`config.mk`:
```
export PLATFORM = sky130hd
export DESIGN_NAME = cp0_regfile
export DESIGN_NICKNAME = d
export VERILOG_FILES = /design/src/rtl/cp0_regfile.sv
export SDC_FILE = /design/constraint.sdc
export NUM_CORES = 1
export LEC_CHECK = 0
export ABC_CLOCK_PERIOD_IN_PS = 4800
export CORE_MARGIN = 10
export CORE_UTILIZATION = 40
export DETAILED_ROUTE_END_ITERATION = 8
export PLACE_DENSITY = 0.75
export SLEW_MARGIN = 5
export SYNTH_ARGS = -nofsm -noshare
export SYNTH_HDL_FRONTEND = slang
export SYNTH_SLANG_ARGS = --single-unit
```
`constraint.sdc`:
```
create_clock -name clk -period 4.8 [get_ports clk]
set_input_delay 1.44 -clock clk [delete_from_list [all_inputs] [get_ports clk]]
set_output_delay 1.44 -clock clk [all_outputs]
set_load 0.02 [all_outputs]
```
`src/rtl/cp0_regfile.sv`:
```
// rtl/cp0_regfile.sv - MIPS CP0 subset: BadVAddr/Count/Compare/Status/Cause/EPC, timer, exception entry and ERET.
// Optional PRId/Config read-only registers are enabled by defining CP0_PRID_CONFIG_EN.
module cp0_regfile #(
  parameter int          HW_INT_NUM = 6,
  parameter int          COUNT_DIV  = 2,
  parameter logic [31:0] EXC_VECTOR = 32'hBFC00380
) (
  input  logic                  clk,
  input  logic                  resetn,
  input  logic                  wen,
  input  logic [7:0]            addr,
  input  logic [31:0]           wdata,
  output logic [31:0]           rdata,
  input  logic [HW_INT_NUM-1:0] hw_int,
  input  logic                  exc_valid,
  input  logic [4:0]            exc_code,
  input  logic                  exc_bd,
  input  logic [31:0]           exc_pc,
  input  logic [31:0]           exc_badvaddr,
  input  logic                  exc_badvaddr_valid,
  input  logic                  eret,
  output logic                  int_pending,
  output logic                  flush,
  output logic [31:0]           exc_target,
  output logic                  status_exl
);

  localparam logic [7:0] A_BADVADDR = {5'd8, 3'd0};
  localparam logic [7:0] A_COUNT    = {5'd9, 3'd0};
  localparam logic [7:0] A_COMPARE  = {5'd11, 3'd0};
  localparam logic [7:0] A_STATUS   = {5'd12, 3'd0};
  localparam logic [7:0] A_CAUSE    = {5'd13, 3'd0};
  localparam logic [7:0] A_EPC      = {5'd14, 3'd0};
  localparam logic [3:0] DIV_LAST   = 4'(COUNT_DIV - 1);

  logic [31:0] badvaddr, count, compare, epc;
  logic [7:0]  status_im;
  logic        status_ie;
  logic        cause_bd, cause_ti;
  logic [1:0]  cause_ip_sw;
  logic [4:0]  cause_exccode;
  logic [5:0]  hw_ip, hw_ext;
  logic [3:0]  div_cnt;
  logic [7:0]  cause_ip;
  logic        sw_wen, wr_count, wr_compare;

  always_comb begin
    hw_ext = '0;
    hw_ext[HW_INT_NUM-1:0] = hw_int;
  end

  // Lines above HW_INT_NUM sample as 0, so IP7 reduces to TI alone for narrower configs.
  assign cause_ip   = {hw_ip[5] | cause_ti, hw_ip[4:0], cause_ip_sw};
  assign sw_wen     = wen & ~exc_valid & ~eret;
  assign wr_count   = sw_wen && (addr == A_COUNT);
  assign wr_compare = sw_wen && (addr == A_COMPARE);

  assign int_pending = status_ie & ~status_exl & (|(cause_ip & status_im));

  always_ff @(posedge clk or negedge resetn) begin
    if (!resetn) begin
      badvaddr      <= '0;
      count         <= '0;
      compare       <= '0;
      epc           <= '0;
      status_im     <= '0;
      status_exl    <= 1'b0;
      status_ie     <= 1'b0;
      cause_bd      <= 1'b0;
      cause_ti      <= 1'b0;
      cause_ip_sw   <= '0;
      cause_exccode <= '0;
      hw_ip         <= '0;
      div_cnt       <= '0;
      flush         <= 1'b0;
      exc_target    <= '0;
    end else begin
      hw_ip <= hw_ext;

      if (wr_count) begin
        count   <= wdata;
        div_cnt <= '0;
      end else if (div_cnt == DIV_LAST) begin
        count   <= count + 32'd1;
        div_cnt <= '0;
      end else begin
        div_cnt <= div_cnt + 4'd1;
      end

      if (wr_compare) begin
        compare  <= wdata;
        cause_ti <= 1'b0;
      end else if (count == compare) begin
        cause_ti <= 1'b1;
      end

      flush <= 1'b0;
      if (exc_valid) begin
        if (!status_exl) begin
          epc      <= exc_bd ? exc_pc - 32'd4 : exc_pc;
          cause_bd <= exc_bd;
        end
        cause_exccode <= exc_code;
        status_exl    <= 1'b1;
        if (exc_badvaddr_valid) badvaddr <= exc_badvaddr;
        flush      <= 1'b1;
        exc_target <= EXC_VECTOR;
      end else if (eret) begin
        status_exl <= 1'b0;
        flush      <= 1'b1;
        exc_target <= epc;
      end else if (sw_wen) begin
        case (addr)
          A_STATUS: begin
            status_im  <= wdata[15:8];
            status_exl <= wdata[1];
            status_ie  <= wdata[0];
          end
          A_CAUSE: cause_ip_sw <= wdata[9:8];
          A_EPC:   epc         <= wdata;
          default: ;
        endcase
      end
    end
  end

  always_comb begin
    rdata = '0;
    case (addr)
      A_BADVADDR: rdata = badvaddr;
      A_COUNT:    rdata = count;
      A_COMPARE:  rdata = compare;
      A_STATUS:   rdata = {9'd0, 1'b1, 6'd0, status_im, 6'd0, status_exl, status_ie};
      A_CAUSE:    rdata = {cause_bd, cause_ti, 14'd0, cause_ip, 1'b0, cause_exccode, 2'b00};
      A_EPC:      rdata = epc;
`ifdef CP0_PRID_CONFIG_EN
      {5'd15, 3'd0}: rdata = 32'h0000_4220;
      {5'd16, 3'd0}: rdata = 32'h8000_0483;
`endif
      default:    rdata = '0;
    endcase
  end

endmodule

```
==> out/metrics.csv <==
metric;value;unit
synth_commonest_cells;dfrtp_1, nor2_1, mux2_2, xnor2_1, nand2_1;
crit_required;3.36;ns
area_growth;31.69;%
period_share;98.48;%
wl;36980;um
startpoint_type;input pin;
syn_inst;994;
drive_above_1_share;20.36;%
fin_setup_tns;0;ns
synth_area_leaders;dfrtp_1, mux2_2, xnor2_1, mux2i_1, nor2_1;
synthFlopType;dfrtp_1;
drc;0;
status;finished, final reports clean;
drt_first_iter_violations;907;
yosys.area.top_type;dfrtp_1;
synthAdderAreaFrac;0.4879;%
ir_worst_vdd;0.2037;mV
fin_worst_skew;0.01888;ns
path_buf_inv;4;
crit_fanout;14;
fill_cells;2258;
cts_buffers;17;
hold_viol;0;
dpl_cell_area;12900;um^2
synth.area.mux_share;12.86;%
cts_hold_repair.buffers;0;
switchingPower;1282;uW
fin_nets;1336;
cts_tree;built;
worst_path_dominant_cell_family;buffers and inverters;
cts_root_buf;clkbuf_16;
crit_chain;clkdlybuf4s50_1 > nor2b_2 > buf_4 > and3_1 > buf_12 > a22oi_1 > o21ai_1 > dlygate4sd2_1;
cp_slowest_cell;clkdlybuf4s50_1;
maxSlewViolCount;0;
synth_cell_type_count;60;
grt_max_degree;86;
power.share.clock;35.2;%
post-route-util;53.65;%
setup_viol;0;
max_stage_delay;0.50;ns
crit_type;in2out;
p_per_area;306.9;nW/um^2
synthXorXnorAreaFrac;7.257;%
synth.most_common_cell;dfrtp_1;
clk_latency;0.44;ns
ctsLongestPathBuffers;2;
yosys.area_share.simple;17.25;%
slew_headroom;39.15;%
core;25180;um^2
fp.dieW;180.1;um
io_pins;189;
cp.arrival;3.29;ns
syn_avg_cell_area;10.32;um^2
finalInstanceArea;13510;um^2
seq_area_frac_synth;46.35;%
synth_top_family_by_area;simple AND/OR/NAND/NOR gates;
holdCritPathClass;reg2reg;
die_y;180.1;um
cts.sinks;190;
netlist_area;10260;um^2
synth_top_area_share;46.35;%
worst_pin_slew;0.9128;ns
initial_core_util;40.74;%
synthArstFlopShare;100.0;%
grt-ovfl-total;0;
globalRouteTotalUtil;22.20;%
synth_compound_area_share;13.18;%
fmax;211.6;MHz
routedWlPerCell;23.81;um
place.detailed.hpwl;28990;um
critPathCaptureType;output port;
ys_warn_count;0;
die_area;32450;um^2
maxCapViolCount;0;
clk_pin_slew;0.07;ns
grt_pass1_vias;8870;
fin_hold_ws;0.5026;ns
htreeDepth;4;
place_ws;-0.5662;ns
rsz0062_at_grt;no;
io_buffers;188;
synth_edf_count;0;
layout_min_cycle_time;4.727;ns
leakage;0.005636;uW
n_antenna_cell;0;
seq_area;4755;um^2
swShare;30.92;%
antenna_found_initial;2;
ys_seq_elements;190;
grt_pass1_wl;56060;um
multi_input_area;5294;um^2
ant_nets;0;
p_seq_share;48.1;%
via_per_inst;5.760;
vias;8945;
p_comb_share;16.7;%
place.gp.congestion;1.018;
fp-row-count;58;
fin_ws;0.07313;ns
first_pass_iters;8;
syn_nets;1120;
power_report.internal_total;2864;uW
-- final cells by class --
class                      instances  area share [%]
sequential                       190           35.19
inverter                           8          0.2223
timing repair buffer             260           17.92
tap                              330           3.056
clock buffer                      17           3.149
clock inverter                    15           1.269
multi-input combinational        733           39.19
-- stage by stage --
| stage | power, uW | instances |
|---|---|---|
| after global routing | 4316 | 1553 |
| after CTS | 4161 | 1553 |
| after global placement | 2689 | 1519 |
| after floorplan | 2282 | 994 |
| after detailed placement | 2705 | 1519 |
| final | 4146 | 1553 |
-- worst register-to-register path: stages, from the launching register on --
cell and delay, ns:
dfrtp_1 0.41, inv_1 0.07, ha_1 0.16, nor3b_2 0.56, and4_1 0.56, nand3_2 0.19
or4_1 0.56, a31oi_1 0.17
-- final timing paths --
check                           depth (start not counted)     endpoint        from  slack [ns]
worst max-delay path                                    8    rdata[29]     addr[4]        0.07
worst min-delay path                                    2     cause_bd    cause_bd        0.50
worst max register to register                          7    count[29]  div_cnt[1]        2.07
worst min register to register                          2     cause_bd    cause_bd        0.50
max in group asynchronous                               2    count[18]      resetn        2.83
min in group asynchronous                               1  badvaddr[5]      resetn        1.06
-- metal layers --
metal | track usage [%] | share of wire [%]
met1 | 30.58 | 44
met2 | 33.91 | 45
met3 | 6.004 | 9.5
met4 | 5.249 | 1.8
met5 | 0 | 0.041
-- registers in the layout (all words and copies together) (netlist names), 2 cells and up --
name / cells
status_im: 8
exc_target: 32
count: 32
compare: 32
hw_ip: 6
div_cnt: 4
cause_ip_sw: 2
cause_exccode: 5
epc: 32
badvaddr: 32
-- power groups by stage --
stage	Clock, uW	Combinational (uW)	Sequential [uW]
5_1_grt	1550	758	2010
3_3_place_gp	0	677	2010
6_report	1460	692	1990
4_1_cts	1480	696	1990
3_5_place_dp	0	691	2010
2_1_floorplan	0	360	1920
-- kinds of logic after synthesis --
| kind of cell | after synthesis |
|---|---|
| muxes | 118 |
| and+or+nand+nor | 324 |
| buffers and inverters | 71 |
| DFF | 190 |
| xor gates and xnor gates | 85 |
| AOI/OAI and AO/OA | 202 |
| adders and majority gates | 4 |
-- cells in the final DEF (no fill, tap or decap), types with 24 or more instances in the layout --
cell type and n:
dfrtp_1 190, clkdlybuf4s50_1 147, nor2_1 84, mux2_2 80, buf_4 71, xnor2_1 66, nand2_1 60, a21oi_1 44
mux2i_1 35, a22oi_1 28, o21ai_1 24, nand4_1 24
-- timing repair --
| action | CTS | global route |
|---|---|---|
| cloned | 1 | 0 |
| setup buffers | 1 | 0 |
| setup endpoints to repair | 32 | 15 |
| resized for setup | 143 | 4 |
| endpoints found under the hold margin | 0 | 0 |
| pin swaps | 5 | 0 |
No activity file was read; power rests on OpenSTA's default activity.
